`src/rtl/i2c_cmd_sequencer.sv`:
```
// i2c_cmd_sequencer: walks a codec register-write table and issues one 3-byte I2C frame per entry,
// with NACK retries, an inter-frame gap and sticky status. Optional power-up delay: I2C_SEQ_PWRUP_DELAY_EN.
module i2c_cmd_sequencer #(
   parameter int         NUM_CMDS     = 16,
   parameter logic [6:0] DEV_ADDR     = 7'h3B,
   parameter int         GAP_CYCLES   = 100,
   parameter int         MAX_RETRIES  = 3,
   parameter int         PWRUP_CYCLES = 1000
) (
   input  logic        clk_i,
   input  logic        rst_i,
   input  logic        start_i,
   output logic        busy_o,
   output logic        done_o,
   output logic        error_o,
   output logic [7:0]  err_idx_o,
   output logic [7:0]  tbl_addr_o,
   input  logic [23:0] tbl_data_i,
   output logic        m_valid_o,
   input  logic        m_ready_i,
   output logic [6:0]  m_dev_o,
   output logic [23:0] m_data_o,
   input  logic        m_done_i,
   input  logic        m_ack_i
);

   localparam int GAP_W = $clog2(GAP_CYCLES + 1);
   localparam int RTY_W = (MAX_RETRIES > 0) ? $clog2(MAX_RETRIES + 1) : 1;

   localparam logic [7:0]       LAST_IDX = 8'(NUM_CMDS - 1);
   localparam logic [GAP_W-1:0] GAP_LAST = GAP_W'(GAP_CYCLES - 1);
   localparam logic [GAP_W-1:0] GAP_ZERO = GAP_W'(32'd0);
   localparam logic [GAP_W-1:0] GAP_ONE  = GAP_W'(32'd1);
   localparam logic [RTY_W-1:0] RTY_MAX  = RTY_W'(MAX_RETRIES);
   localparam logic [RTY_W-1:0] RTY_ZERO = RTY_W'(32'd0);
   localparam logic [RTY_W-1:0] RTY_ONE  = RTY_W'(32'd1);

   if (NUM_CMDS < 1 || NUM_CMDS > 256 || GAP_CYCLES < 1 || MAX_RETRIES < 0 || PWRUP_CYCLES < 1) begin : g_bad_params
      $error("i2c_cmd_sequencer: parameter out of range");
   end

`ifdef I2C_SEQ_PWRUP_DELAY_EN
   localparam int PWR_W = $clog2(PWRUP_CYCLES + 1);
   localparam logic [PWR_W-1:0] PWR_LAST = PWR_W'(PWRUP_CYCLES - 1);
   localparam logic [PWR_W-1:0] PWR_ZERO = PWR_W'(32'd0);
   localparam logic [PWR_W-1:0] PWR_ONE  = PWR_W'(32'd1);
   logic [PWR_W-1:0] pwr_r, pwr_s;
`endif

   typedef enum logic [3:0] {
      ST_IDLE      = 4'd0,
      ST_FETCH     = 4'd1,
      ST_LATCH     = 4'd2,
      ST_ISSUE     = 4'd3,
      ST_WAIT_DONE = 4'd4,
      ST_GAP       = 4'd5,
      ST_DONE      = 4'd6,
      ST_ERROR     = 4'd7
`ifdef I2C_SEQ_PWRUP_DELAY_EN
      , ST_PWRUP   = 4'd8
`endif
   } state_t;

   state_t           state_r, state_s;
   logic [7:0]       idx_r, idx_s;
   logic [RTY_W-1:0] rty_r, rty_s;
   logic [GAP_W-1:0] gap_r, gap_s;
   logic             busy_r, busy_s;
   logic             done_r, done_s;
   logic             error_r, error_s;
   logic [7:0]       err_idx_r, err_idx_s;
   logic [7:0]       tbl_addr_r, tbl_addr_s;
   logic             m_valid_r, m_valid_s;
   logic [23:0]      m_data_r, m_data_s;

   // state and datapath registers, all cleared by the synchronous reset
   always_ff @(posedge clk_i) begin
      if (rst_i) begin
         state_r    <= ST_IDLE;
         idx_r      <= 8'd0;
         rty_r      <= RTY_ZERO;
         gap_r      <= GAP_ZERO;
         busy_r     <= 1'b0;
         done_r     <= 1'b0;
         error_r    <= 1'b0;
         err_idx_r  <= 8'd0;
         tbl_addr_r <= 8'd0;
         m_valid_r  <= 1'b0;
         m_data_r   <= 24'd0;
`ifdef I2C_SEQ_PWRUP_DELAY_EN
         pwr_r      <= PWR_ZERO;
`endif
      end else begin
         state_r    <= state_s;
         idx_r      <= idx_s;
         rty_r      <= rty_s;
         gap_r      <= gap_s;
         busy_r     <= busy_s;
         done_r     <= done_s;
         error_r    <= error_s;
         err_idx_r  <= err_idx_s;
         tbl_addr_r <= tbl_addr_s;
         m_valid_r  <= m_valid_s;
         m_data_r   <= m_data_s;
`ifdef I2C_SEQ_PWRUP_DELAY_EN
         pwr_r      <= pwr_s;
`endif
      end
   end

   // next-state and next-output logic; every register holds unless a state changes it
   always_comb begin
      state_s    = state_r;
      idx_s      = idx_r;
      rty_s      = rty_r;
      gap_s      = gap_r;
      busy_s     = busy_r;
      done_s     = done_r;
      error_s    = error_r;
      err_idx_s  = err_idx_r;
      tbl_addr_s = tbl_addr_r;
      m_valid_s  = m_valid_r;
      m_data_s   = m_data_r;
`ifdef I2C_SEQ_PWRUP_DELAY_EN
      pwr_s      = pwr_r;
`endif
      case (state_r)
         ST_IDLE, ST_DONE, ST_ERROR: begin
            if (start_i) begin
               done_s     = 1'b0;
               error_s    = 1'b0;
               err_idx_s  = 8'd0;
               idx_s      = 8'd0;
               rty_s      = RTY_ZERO;
               busy_s     = 1'b1;
               tbl_addr_s = 8'd0;
`ifdef I2C_SEQ_PWRUP_DELAY_EN
               pwr_s      = PWR_ZERO;
               state_s    = ST_PWRUP;
`else
               state_s    = ST_FETCH;
`endif
            end else begin
               state_s = state_r;
            end
         end
`ifdef I2C_SEQ_PWRUP_DELAY_EN
         ST_PWRUP: begin
            if (pwr_r == PWR_LAST) begin
               state_s = ST_FETCH;
            end else begin
               pwr_s = pwr_r + PWR_ONE;
            end
         end
`endif
         ST_FETCH: begin
            state_s = ST_LATCH;
         end
         // ROM data for tbl_addr_o is valid one cycle after FETCH
         ST_LATCH: begin
            m_data_s  = tbl_data_i;
            m_valid_s = 1'b1;
            state_s   = ST_ISSUE;
         end
         ST_ISSUE: begin
            if (m_ready_i) begin
               m_valid_s = 1'b0;
               state_s   = ST_WAIT_DONE;
            end else begin
               m_valid_s = 1'b1;
            end
         end
         ST_WAIT_DONE: begin
            if (m_done_i) begin
               gap_s = GAP_ZERO;
               if (m_ack_i) begin
                  rty_s   = RTY_ZERO;
                  state_s = ST_GAP;
               end else if (rty_r < RTY_MAX) begin
                  rty_s   = rty_r + RTY_ONE;
                  state_s = ST_GAP;
               end else begin
                  err_idx_s = idx_r;
                  error_s   = 1'b1;
                  busy_s    = 1'b0;
                  state_s   = ST_ERROR;
               end
            end else begin
               state_s = ST_WAIT_DONE;
            end
         end
         // a non-zero retry count means the last frame was NACKed and is re-issued as latched
         ST_GAP: begin
            if (gap_r == GAP_LAST) begin
               if (rty_r != RTY_ZERO) begin
                  m_valid_s = 1'b1;
                  state_s   = ST_ISSUE;
               end else if (idx_r == LAST_IDX) begin
                  done_s  = 1'b1;
                  busy_s  = 1'b0;
                  state_s = ST_DONE;
               end else begin
                  idx_s      = idx_r + 8'd1;
                  tbl_addr_s = idx_r + 8'd1;
                  state_s    = ST_FETCH;
               end
            end else begin
               gap_s = gap_r + GAP_ONE;
            end
         end
         default: begin
            state_s   = ST_IDLE;
            busy_s    = 1'b0;
            m_valid_s = 1'b0;
         end
      endcase
   end

   assign busy_o     = busy_r;
   assign done_o     = done_r;
   assign error_o    = error_r;
   assign err_idx_o  = err_idx_r;
   assign tbl_addr_o = tbl_addr_r;
   assign m_valid_o  = m_valid_r;
   assign m_data_o   = m_data_r;
   assign m_dev_o    = DEV_ADDR;

endmodule

```
`config.mk`:
```
export PLATFORM = sky130hd
export DESIGN_NAME = i2c_cmd_sequencer
export DESIGN_NICKNAME = d
export VERILOG_FILES = /design/src/rtl/i2c_cmd_sequencer.sv
export SDC_FILE = /design/constraint.sdc
export NUM_CORES = 1
export LEC_CHECK = 0
export ABC_AREA = 1
export CAP_MARGIN = 40
export CORE_UTILIZATION = 36
export CTS_CLUSTER_DIAMETER = 50
export DETAILED_ROUTE_END_ITERATION = 10
export PLACE_DENSITY = 0.7
export SLEW_MARGIN = 20
export SYNTH_ARGS = -nofsm -noshare
export SYNTH_HDL_FRONTEND = slang
export SYNTH_SLANG_ARGS = --single-unit
```
`constraint.sdc`:
```
create_clock -name clk_i -period 3.74 [get_ports clk_i]
set_clock_uncertainty 0.1 [all_clocks]
set_input_delay 0.748 -clock clk_i [delete_from_list [all_inputs] [get_ports clk_i]]
set_output_delay 0.748 -clock clk_i [all_outputs]
set_load 0.005 [all_outputs]
```
Yosys cells after proc, flatten, opt, wreduce, memory -nomap -nowiden

Cells that the tools add are included.

Bitwise gates (word level): 2
Mux-type cells: 47
Magnitude comparators: 1
Add/sub/neg operators: 3
Reductions and logical operators: 16
Eq/ne operators: 21

Operators with widths:

| cell                                           | number |
|---|---|
| 2-to-1 mux 8 bit                               | 7 |
| case mux 8 bit (2 select lines)                | 2 |
| case mux 4 bit (6 select lines)                | 1 |
| inequality test 2 bit (second input constant)  | 11 |
| 2-to-1 mux 1 bit                               | 17 |
| == test 4 x 3 -> 1 bit (second input constant) | 4 |
| 2-to-1 mux 4 bit                               | 4 |
| AND reduction 5 bit                            | 3 |
| 2-to-1 mux 7 bit                               | 2 |
| case mux 7 bit (2 select lines)                | 1 |
| 2-to-1 mux 2 bit                               | 6 |
| AND reduction 3 bit                            | 3 |
| adder 8 x 1 -> 8 bit (second input constant)   | 1 |
| == test 4 x 2 -> 1 bit (second input constant) | 2 |
| == test 8 x 4 -> 1 bit (second input constant) | 1 |
| case mux 1 bit (4 select lines)                | 2 |
| AND reduction 8 bit                            | 1 |
| nonzero test 2 bit                             | 4 |
| adder 7 x 1 -> 7 bit (second input constant)   | 1 |
| == test 7 bit (second input constant)          | 1 |
| 2-to-1 mux 3 bit                               | 2 |
| OR reduction 3 bit                             | 2 |
| OR reduction 5 bit                             | 1 |
| == test 4 x 1 -> 1 bit (second input constant) | 1 |
| other kinds (8)                                | 10 |

Output and inout bits: 51
Register bits after elaboration: 57
Logic and storage cells: 100
Input bits: 30

Longest topological paths before layout

Depth after elaboration: 5
Mapped depth: 10
Mapped depth without buffers: 10

Least setup slack after synthesis

OpenSTA, ideal clock, no wires.

Path kind: input-to-reg
Start point: input m_ack_i
End point: register err_idx_r[0], in the netlist err_idx_o[0]
Setup slack: 2146 ps
Data required time: 3508 ps
Library setup time: 132 ps
Stages on the path: 7
Data arrival time: 1362 ps
Path buffers: 0
Cell sequence: inv_1 -> nand2_1 -> nand2_1 -> and3_1 -> nand2_2 -> nand2_1 -> a21oi_1

Longest elaborated chain between the ends: 2

Ends and longest elaborated chain:

| what                            | line | text |
|---|---|---|
| from (decl)                     | 24   | `input logic m_ack_i` |
| inequality test 2 bit (no line) | n/a  |  |
| AND reduction 5 bit (no line)   | n/a  |  |
| to (signal assigned)            | 101  | `err_idx_r <= err_idx_s;` |
| to (decl)                       | 71   | `logic [7:0] err_idx_r, err_idx_s;` |

No other way between the ends.
A chain may end at the register's enable or synchronous reset.

Worst setup path after layout

Start point: register tbl_addr_r[4], in the netlist tbl_addr_o[4]
End point: output tbl_addr_o[4]

RTL lines:

| what                   | line | text |
|---|---|---|
| from (decl)            | 72   | `logic [7:0] tbl_addr_r, tbl_addr_s;` |
| from (signal assigned) | 102  | `tbl_addr_r <= tbl_addr_s;` |
| to (decl)              | 17   | `output logic [7:0] tbl_addr_o,` |

No word-level cell between the ends.

==> impl_metrics.json <==
{
  "place_congestion": 0.806,
  "final_util_pct": 50.6,
  "p_clk_share_pct": 18.4,
  "slew_violations": 0,
  "start_kind": "flop",
  "clock_latency_ps": 310,
  "slew_headroom_pct": 65.9,
  "dieWidth_um": 88,
  "crit_buf_inv": 1,
  "antenna_found_initial": 0,
  "setup_ws_ps": 1480,
  "grt_setup_unrepaired": "no",
  "hold_class": "reg2reg",
  "initial_core_util_pct": 38.1,
  "postCtsResizedCells": 0,
  "dp_hpwl_um": 4620,
  "yosysWarnings": 0,
  "fin_crit_sh_pct": 60.5,
  "place_area_sq_um": 3440,
  "cts_buffer_depth": 2,
  "powerDensity_nw_per_um2": 542,
  "power.combinational.fraction_pct": 42.7,
  "grt_pass1_vias": 2519,
  "fill_cells": 708,
  "fin_area_sq_um": 3530,
  "status": "finished clean",
  "die-area_sq_um": 7740,
  "p_int_mw": 1.15,
  "path_class": "reg2out",
  "num_io_pins": 81,
  "syn_avg_cell_area_sq_um": 6.90,
  "finalHoldViolCount": 0,
  "portBuffers": 73,
  "grt_pass1_wl_um": 10800,
  "synth.distinct_cells": 28,
  "cp-end-kind": "primary output",
  "power.leakage_nw": 1.31,
  "setup_violations": 0,
  "syn_inst": 386,
  "drive_gt1_share_pct": 6.18,
  "htree_levels": 2,
  "cts_tree": "done",
  "synthSimpleGateAreaFrac_pct": 33.4,
  "synth_compound_area_share_pct": 12.8,
  "area_growth_pct": 32.7,
  "worstPathMaxFanout": 8,
  "routedWlPerCell_um": 11.8,
  "drt-initial-drc-count": 96,
  "detail-route-antenna-nets": 0,
  "drcViolationCount": 0,
  "dr.pass1.iters": 4,
  "synthMuxAreaShare_pct": 0,
  "route.vias.total": 2684,
  "maxCapViolCount": 0,
  "yosysSeqAreaShare_pct": 42.1,
  "layout_min_cycle_time_ps": 2260,
  "max_stage_delay_ps": 570,
  "cts.sinks": 56,
  "synth_area_sq_um": 2660,
  "path_cells": "clkdlybuf4s50_1",
  "nets": 486,
  "ir_drop_uv": 215,
  "finalSetupTns_ps": 0,
  "die_h_um": 88,
  "grt_max_degree": 42,
  "root_buffer": "clkbuf_8",
  "arrival_ps": 1410,
  "worst_pin_slew_ps": 511,
  "synth_xor_area_share_pct": 0.658,
  "synth-adder-area-share_pct": 1.88,
  "p_sw_mw": 0.770,
  "required_ps": 2890,
  "max_freq_mhz": 442,
  "sw_frac_of_total_pct": 40.2,
  "postCtsSetupBuffers": 0,
  "dp_slack_ps": 1450,
  "cts.reportedPaths.clkPinSlew_ps": 100,
  "avgViaCountPerCell": 4.89,
  "synth_top_family_by_area": "simple AND/OR/NAND/NOR gates",
  "rows": 30,
  "sequentialPowerShare_pct": 38.9,
  "cts_hold_buf": 0,
  "critical_path.slowest_cell": "clkdlybuf4s50_1",
  "numCtsBuffers": 5,
  "coreArea_sq_um": 6980,
  "antennaDiodeCount": 0,
  "grt_usage_pct": 17.6,
  "ys_ff_latch": 56,
  "crit_family": "buffers and inverters",
  "drt-total-wl_um": 6510,
  "overflow": 0
}
registers in the layout (all words and copies together) (netlist names):
name        cells
gap_r           7
m_data_o       24
m_valid_o       1
error_o         1
rty_r           2
err_idx_o       8
done_o          1
busy_o          1
tbl_addr_o      8
state_r         3
layer usage:
metal	share of wire (%)	track usage [%]	vias to the layer above	wire length, um
li1	-	-	1363	-
met1	45	21.4	1235	2950
met2	46	30.2	76	2990
met3	7.4	5.18	10	481
met4	1.2	4.92	0	79
met5	0	0	-	0
cell usage after synthesis:
master    number  area share [%]
nor2_2         1            0.24
xnor2_1        1            0.33
and3_1         2            0.47
o21bai_1       1            0.28
buf_2          3            0.56
inv_1         26             3.7
nand4_1        3            0.70
nand2_2        9             2.1
nand3b_1       1            0.28
nand3_1       42             7.9
o21ai_0       11             2.1
conb_1         2            0.28
a211oi_1       1            0.28
dfxtp_1       56              42
nor2_1        35             4.9
ha_1           4             1.9
inv_2          6            0.85
nor3_1         7             1.3
clkbuf_1      10             1.4
buf_4          7             2.0
xor2_1         1            0.33
nor2_4         3             1.3
nor3b_1        1            0.28
nand2_1       97              14
a21oi_1       53              10
and2_1         1            0.24
o21ai_1        1            0.19
buf_6          1            0.42
cell type report:
class,count,area (sq um),share of cell area [%]
clock inverters,1,7.51,0.213
flip-flops and latches,56,1120,31.7
multi-input cells,282,1320,37.5
repair buffers,75,753,21.3
inverters,32,120,3.40
well taps,96,120,3.40
clock buffers,7,86.3,2.44
worst paths after layout:
kind | start | end | slack, ps | depth (start not counted)
min | m_data_o[12]$_SDFFE_PP0P_ | m_data_o[12]$_SDFFE_PP0P_ | 360 | 2
max reg2reg | state_r[0]$_SDFFE_PP0P_ | tbl_addr_o[5]$_SDFFE_PP0P_ | 1680 | 9
max | tbl_addr_o[4]$_SDFFE_PP0P_ | tbl_addr_o[4] | 1480 | 1
min reg2reg | m_data_o[12]$_SDFFE_PP0P_ | m_data_o[12]$_SDFFE_PP0P_ | 360 | 2
through the flow:
step           hold slack (ps)  cells  total power, mW
2_1_floorplan              345    391             1.30
3_3_place_gp               347    540             1.55
3_5_place_dp               353    541             1.57
4_1_cts                    365    549             1.93
5_1_grt                    380    549             2.07
6_report                   362    549             1.92
cells in the final DEF (no fill, tap or decap), types with 7 or more instances in the layout:
master	instances
a21oi_1	53
clkdlybuf4s50_1	73
conb_1	7
dfxtp_1	56
inv_1	26
nand2_1	97
nand2_2	9
nand3_1	42
nor2_1	35
nor3_1	7
o21ai_0	11
cell families after synthesis:
family                     Yosys count
AOI/OAI and AO/OA                   67
xor gates and xnor gates             2
adders and majority gates            4
buffers and inverters               53
DFF                                 56
other                                2
and+or+nand+nor                    202
power groups by stage:
stage,combinational (mW),clock [mW],sequential [mW]
after floorplan,0.547,0,0.754
after global placement,0.794,0,0.755
after detailed placement,0.818,0,0.756
after CTS,0.821,0.360,0.745
after global routing,0.934,0.379,0.757
final,0.819,0.352,0.744
Power figures use the tool's default switching activity.
